<file path="src/rtl/commu_pkg.sv">
// Shared types and constants for the SPI transmit frame buffer.
package commu_pkg;

  // Packer FSM states
  typedef enum logic [2:0] {
    S_IDLE,
    S_HEAD,
    S_DATA_H,
    S_DATA_L,
    S_SUM,
    S_DROP
  } pack_state_e;

  localparam logic [7:0] HEAD_BYTE_DEF = 8'hA5;
  localparam logic [7:0] IDLE_BYTE_DEF = 8'hFF;

  // Bytes on the wire per frame: header, two bytes per word, checksum
  function automatic int unsigned frm_bytes(input int unsigned frm_words);
    return 2 * frm_words + 2;
  endfunction

endpackage

</file>
<file path="src/rtl/commu_byte_fifo.sv">
// Byte FIFO with a registered show-ahead head byte; shows IDLE_BYTE while empty.
module commu_byte_fifo
  import commu_pkg::*;
#(
  parameter int unsigned AW        = 8,
  parameter logic [7:0]  IDLE_BYTE = IDLE_BYTE_DEF
) (
  input  logic          clk_sys,
  input  logic          rst_n,
  input  logic          wr_en_i,
  input  logic [7:0]    wr_data_i,
  input  logic          rd_en_i,
  output logic [7:0]    q_o,
  output logic [AW:0]   cnt_o,
  output logic          empty_o
);

  localparam int unsigned Depth = 2 ** AW;

  logic [7:0]  mem_q [Depth];
  logic [AW:0] wr_ptr_q, wr_ptr_d;
  logic [AW:0] rd_ptr_q, rd_ptr_d;
  logic [7:0]  q_q, q_d;
  logic        do_wr, do_rd, full;

  // MSB differs with equal index bits only when the pointers are a full lap apart
  assign empty_o = (wr_ptr_q == rd_ptr_q);
  assign full    = (wr_ptr_q[AW] != rd_ptr_q[AW]) &&
                   (wr_ptr_q[AW-1:0] == rd_ptr_q[AW-1:0]);
  assign cnt_o   = wr_ptr_q - rd_ptr_q;
  assign q_o     = q_q;

  // Pointer advance and next head byte; bypass the write when it becomes the head
  always_comb begin
    do_wr    = wr_en_i & ~full;
    do_rd    = rd_en_i & ~empty_o;
    wr_ptr_d = wr_ptr_q + (AW + 1)'(do_wr);
    rd_ptr_d = rd_ptr_q + (AW + 1)'(do_rd);
    q_d      = IDLE_BYTE;
    if (wr_ptr_d != rd_ptr_d) begin
      if (do_wr && (wr_ptr_q == rd_ptr_d)) begin
        q_d = wr_data_i;
      end else begin
        q_d = mem_q[rd_ptr_d[AW-1:0]];
      end
    end
  end

  // Storage array, no reset needed
  always_ff @(posedge clk_sys) begin
    if (do_wr) begin
      mem_q[wr_ptr_q[AW-1:0]] <= wr_data_i;
    end
  end

  // Pointers and registered head byte
  always_ff @(posedge clk_sys or negedge rst_n) begin
    if (!rst_n) begin
      wr_ptr_q <= '0;
      rd_ptr_q <= '0;
      q_q      <= IDLE_BYTE;
    end else begin
      wr_ptr_q <= wr_ptr_d;
      rd_ptr_q <= rd_ptr_d;
      q_q      <= q_d;
    end
  end

endmodule

</file>
<file path="src/rtl/commu_tx_frame_buf.sv">
// Packs 16-bit words into checksummed byte frames and buffers them for the SPI slave.
module commu_tx_frame_buf
  import commu_pkg::*;
#(
  parameter int unsigned AW        = 8,
  parameter int unsigned FRM_WORDS = 8,
  parameter logic [7:0]  HEAD_BYTE = HEAD_BYTE_DEF,
  parameter logic [7:0]  IDLE_BYTE = IDLE_BYTE_DEF
) (
  input  logic          clk_sys,
  input  logic          rst_n,
  input  logic          din_vld_i,
  input  logic [15:0]   din_i,
  output logic          din_rdy_o,
  input  logic          req_rd_i,
  output logic [7:0]    req_q_o,
  output logic [AW:0]   fifo_cnt_o,
  output logic [7:0]    drop_cnt_o,
  output logic          underrun_o,
  input  logic          stat_clr_i
);

  localparam int unsigned FrmBytes = frm_bytes(FRM_WORDS);
  // A frame fits when fifo_cnt <= depth - frame size
  localparam logic [AW:0] StartMaxCnt = (AW + 1)'(2 ** AW - FrmBytes);
  localparam logic [6:0]  LastWord    = 7'(FRM_WORDS - 1);

  if (FRM_WORDS < 1 || FRM_WORDS > 64) begin : g_bad_words
    $fatal(1, "FRM_WORDS must be in 1..64");
  end
  if (FrmBytes > 2 ** AW) begin : g_bad_depth
    $fatal(1, "frame does not fit in the FIFO");
  end

  pack_state_e state_q, state_d;
  logic [7:0]  sum_q, sum_d;
  logic [7:0]  lo_q, lo_d;
  logic [6:0]  wcnt_q, wcnt_d;
  logic [7:0]  drop_cnt_q, drop_cnt_d;
  logic        underrun_q, underrun_d;
  logic        wr_en, drop_inc, fifo_empty;
  logic [7:0]  wr_data;

  // Packer next state, FIFO write and producer handshake
  always_comb begin
    state_d   = state_q;
    sum_d     = sum_q;
    lo_d      = lo_q;
    wcnt_d    = wcnt_q;
    wr_en     = 1'b0;
    wr_data   = HEAD_BYTE;
    din_rdy_o = 1'b0;
    drop_inc  = 1'b0;
    unique case (state_q)
      S_IDLE: begin
        wcnt_d = '0;
        if (din_vld_i) begin
          state_d = (fifo_cnt_o <= StartMaxCnt) ? S_HEAD : S_DROP;
        end
      end
      S_HEAD: begin
        wr_en   = 1'b1;
        wr_data = HEAD_BYTE;
        sum_d   = '0;
        wcnt_d  = '0;
        state_d = S_DATA_H;
      end
      S_DATA_H: begin
        din_rdy_o = 1'b1;
        if (din_vld_i) begin
          wr_en   = 1'b1;
          wr_data = din_i[15:8];
          lo_d    = din_i[7:0];
          sum_d   = sum_q + din_i[15:8];
          state_d = S_DATA_L;
        end
      end
      S_DATA_L: begin
        wr_en   = 1'b1;
        wr_data = lo_q;
        sum_d   = sum_q + lo_q;
        wcnt_d  = wcnt_q + 7'd1;
        state_d = (wcnt_q == LastWord) ? S_SUM : S_DATA_H;
      end
      S_SUM: begin
        wr_en   = 1'b1;
        wr_data = sum_q;
        state_d = S_IDLE;
      end
      S_DROP: begin
        din_rdy_o = 1'b1;
        if (din_vld_i) begin
          wcnt_d = wcnt_q + 7'd1;
          if (wcnt_q == LastWord) begin
            drop_inc = 1'b1;
            state_d  = S_IDLE;
          end
        end
      end
      default: state_d = S_IDLE;
    endcase
  end

  // Statistics: clear wins over a same-cycle event
  always_comb begin
    drop_cnt_d = drop_cnt_q;
    underrun_d = underrun_q;
    if (stat_clr_i) begin
      drop_cnt_d = '0;
      underrun_d = 1'b0;
    end else begin
      if (drop_inc && (drop_cnt_q != 8'hFF)) drop_cnt_d = drop_cnt_q + 8'd1;
      if (req_rd_i && fifo_empty)            underrun_d = 1'b1;
    end
  end

  // Packer and statistics registers
  always_ff @(posedge clk_sys or negedge rst_n) begin
    if (!rst_n) begin
      state_q    <= S_IDLE;
      sum_q      <= '0;
      lo_q       <= '0;
      wcnt_q     <= '0;
      drop_cnt_q <= '0;
      underrun_q <= 1'b0;
    end else begin
      state_q    <= state_d;
      sum_q      <= sum_d;
      lo_q       <= lo_d;
      wcnt_q     <= wcnt_d;
      drop_cnt_q <= drop_cnt_d;
      underrun_q <= underrun_d;
    end
  end

  assign drop_cnt_o = drop_cnt_q;
  assign underrun_o = underrun_q;

  commu_byte_fifo #(
    .AW        (AW),
    .IDLE_BYTE (IDLE_BYTE)
  ) u_fifo (
    .clk_sys   (clk_sys),
    .rst_n     (rst_n),
    .wr_en_i   (wr_en),
    .wr_data_i (wr_data),
    .rd_en_i   (req_rd_i),
    .q_o       (req_q_o),
    .cnt_o     (fifo_cnt_o),
    .empty_o   (fifo_empty)
  );

endmodule

</file>
<file path="config.mk">
export PLATFORM = sky130hd
export DESIGN_NAME = commu_tx_frame_buf
export DESIGN_NICKNAME = d
export VERILOG_FILES = /design/src/rtl/commu_pkg.sv /design/src/rtl/commu_byte_fifo.sv /design/src/rtl/commu_tx_frame_buf.sv
export SDC_FILE = /design/constraint.sdc
export NUM_CORES = 2
export LEC_CHECK = 0
export CAP_MARGIN = 0
export CORE_UTILIZATION = 57
export CTS_CLUSTER_SIZE = 8
export DETAILED_ROUTE_END_ITERATION = 10
export HOLD_SLACK_MARGIN = 0.05
export PLACE_DENSITY = 0.83
export SLEW_MARGIN = 10
export SYNTH_ARGS = -nofsm -noshare
export SYNTH_HDL_FRONTEND = slang
export SYNTH_SLANG_ARGS = --single-unit
</file>
<file path="constraint.sdc">
create_clock -name clk_sys -period 9.25 [get_ports clk_sys]
set_clock_uncertainty 0.15 [all_clocks]
set_input_delay 1.85 -clock clk_sys [delete_from_list [all_inputs] [get_ports clk_sys]]
set_output_delay 1.85 -clock clk_sys [all_outputs]
set_load 0.01 [all_outputs]
</file>
==> impl_results.md <==
* Status: finished, violations left
* Failing checks: design-rule violations, max-slew violations
* 1st-iter DRT viols at 7585
* Sw frac at 35.4%
* Clk buf depth at 4
* Cell Area, Placed at 86200 um2
* CORE AREA at 146000 um2
* Compound-gate portion of the synthesized area at 2.19%
* Design Area, Final at 94500 um2
* First-pass GRT wire length at 329 mm
* RSZ-0062 raised after global routing: false
* Worst hold margin at 0.365 ns
* Crit end category: flop
* Setup crit start kind: flop
* Wire length per cell at 35.2 um
* Post-synthesis cell area at 83700 um2
* VDD IR max at 358 uV
* Post-CTS resize count at 0
* CTS Buf Count at 314
* P_sw at 12.2 mW
* Maximum achievable frequency at 152 MHz
* Layout area overhead at 12.9%
* Synth area leader: edfxtp_1
* Post-Synth Simple-Gate Area at 5.51%
* Average cell area after synthesis at 19.1 um2
* Clock-pin slew of the registers on the worst-case setup and hold paths at 0.06 ns
* CP Max Fanout at 40
* Synth cell types at 74
* Critical path data arrival time at 7.23 ns
* CTS tree: yes
* Adder-Cell Fraction of Synth Area at 0.362%
* Initial antenna violation count at 13
* Mux contribution to synthesized area at 14.4%
* Post-synthesis sequential area ratio at 75.3%
* I/O Pins at 48
* Placed cells at 6152
* # hold bufs at CTS at 0
* Root Buffer: clkbuf_16
* Die width at 385 um
* Final Hold Viols at 0
* Crit-path leading delay family: compound AO/OA/AOI/OAI gates
* Largest net degree at the start of global routing at 258
* Design Power at 34.5 mW
* Fin crit share at 71.3%
* Slew @ Worst Pin at 1.66 ns
* Post-CTS Setup Bufs at 0
* Synth area leaders: edfxtp_1, mux4_2, nand2_1
* Clk sinks at 2109
* Critical path required time at 9.88 ns
* CP max-delay cell: ha_4
* Final WS setup at 2.65 ns
* Main combinational cell family by area after synthesis: multiplexers
* Internal at 22.3 mW
* Vias in the first global route at 48300
* # setup viols final at 0
* Buffers & Inverters on Critical Path at 2
* GRT Total Usage at 31.0%
* Flops & latches, synth at 2109
* Max-cap viol count at 0
* Ys async rst share at 2.89%
* Leading register cell type out of synthesis: edfxtp_1
* Sequential Power Share at 35.4%
* Comb power frac at 35.4%
* Die H at 385 um
* 1st-pass router iterations at 11
* Pwr per Cell Area at 365 nW/um2
* Max stage delay on crit path at 0.95 ns
* Top cell type's share of synthesized area at 73.5%
* Fraction of layout cells with a size suffix above 1 at 21.1%
* Die area at 148000 um2
* WL final at 229 mm
* Clock Power Share at 29.2%
* Dpl hpwl at 112 mm
* GP Congestion at 0.903
* Port buffer count at 47
* Commonest cells post-synth: edfxtp_1, nand2_1, mux4_2, nor2_1, nand3_1
* Remaining DRCs at 9
* Final Instance Count excl. Fillers at 6520
* Gate Count Post-Synth at 4376
* Post-Synth XOR/XNOR Area at 0.505%
* Slew HR at -10.5%
* Total grt overflow at 0
* Place WS at 2.67 ns
* Initial core utilization at 57.4%
* DR vias at 47400
* Hold Path Class: reg2reg
* Post-Route Utilization at 64.8%
* Top-count cell post-synth: edfxtp_1
* WS Path Type: reg2reg
* Crit path cell chain: inv_1, ha_1, nand4_1, nor3_1, nor2b_1, ha_4, buf_4, mux4_2, nand2_1, a311oi_1, o21ai_0, a21oi_1, o311ai_0, a22oi_1
* Antenna Nets Post-Route at 0
* Clock Latency Late Sink at 0.94 ns
* Syn. warnings at 0
* Slew Limit Fails at 79
* Period minus WS final at 6.60 ns
* FP Rows at 140
* Final net count at 4597
* Vias per cell at 7.26
* Static leakage at 30.3 nW
* EDFF count, synth at 2048
* H-tree Lvls at 5
* Post-Syn Nets at 4420
* Fillers at 8409
* Post-route setup TNS at 0 ns
==> worst paths after layout <==
check                      cells past startpoint                            to  slack (ns)                         start
min reg2reg                                    2          sum_q[6]$_DFFE_PN0P_        0.37          sum_q[6]$_DFFE_PN0P_
max in group asynchronous                      2  u_fifo.rd_ptr_q[4]$_DFF_PN0_        7.38                         rst_n
max                                           14       u_fifo.q_o[2]$_DFF_PN1_        2.65  u_fifo.rd_ptr_q[3]$_DFF_PN0_
max reg2reg                                   14       u_fifo.q_o[2]$_DFF_PN1_        2.65  u_fifo.rd_ptr_q[3]$_DFF_PN0_
min in group asynchronous                      2     drop_cnt_o[6]$_DFFE_PN0P_        0.96                         rst_n
min                                            2          sum_q[6]$_DFFE_PN0P_        0.37          sum_q[6]$_DFFE_PN0P_
==> sequential cells by signal (all words and copies together) (netlist names), 7 cells and up <==
register / count
u_fifo.mem_q: 2048
u_fifo.rd_ptr_q: 9
u_fifo.wr_ptr_q: 9
drop_cnt_o: 8
lo_q: 8
sum_q: 8
u_fifo.q_o: 8
wcnt_q: 7
==> worst min-delay path: stages (launching register included) <==
cell	delay (ns)
dfrtp_1	0.37
nand2_1	0.05
o21ai_0	0.06
==> cells in the final DEF, fill, tap and decap left out, types with 11 or more instances in the layout <==
| cell type | n |
|---|---|
| mux4_2 | 512 |
| nand4_1 | 27 |
| mux2i_1 | 43 |
| a21oi_1 | 33 |
| xnor2_1 | 20 |
| ha_1 | 19 |
| o211ai_1 | 24 |
| and3_1 | 44 |
| dfrtp_1 | 53 |
| clkbuf_16 | 320 |
| o22ai_1 | 20 |
| buf_4 | 44 |
| o21ai_0 | 28 |
| xor2_1 | 22 |
| edfxtp_1 | 2048 |
| nor2b_1 | 11 |
| mux2_2 | 11 |
| clkdlybuf4s50_1 | 46 |
| a31oi_1 | 45 |
| nor2_1 | 296 |
| nand3_1 | 105 |
| nand2_1 | 550 |
| buf_12 | 19 |
| clkbuf_1 | 32 |
| a22oi_1 | 13 |
| o2111ai_1 | 16 |
| inv_1 | 26 |
==> power groups by stage <==
stage                     Clock (mW)  Combinational [mW]  Sequential (mW)
after detailed placement           0                11.3             12.4
final                           10.1                12.2             12.2
after CTS                       10.1                11.8             12.2
after floorplan                    0                7.67             12.6
after global routing            10.4                12.6             12.2
after global placement             0                11.0             12.3
==> per-layer routing <==
layer	wire length [um]	global-route usage, %	share of wire, %
met5	112	0	0.049
met4	16200	18.1	7.1
met3	31300	9.61	14
met2	109000	49.3	47
met1	73000	37.7	32
==> area by class of cell <==
cell class	count	area [um2]	share of cell area, %
clock buffers	352	8130	8.60
well taps	1917	2400	2.54
diodes	3	7.51	0.00794
clock inverters	11	131	0.139
multi-input cells	1984	19400	20.6
repair buffers	112	1230	1.30
inverters	32	143	0.151
flip-flops and latches	2109	63000	66.7
==> kinds of logic after synthesis <==
kind of cell,Yosys count
AOI/OAI and AO/OA,263
xor gates and xnor gates,45
adders and majority gates,23
buffers and inverters,283
DFF,2109
muxes,566
and+or+nand+nor,1087
Power figures use the tool's default switching activity.
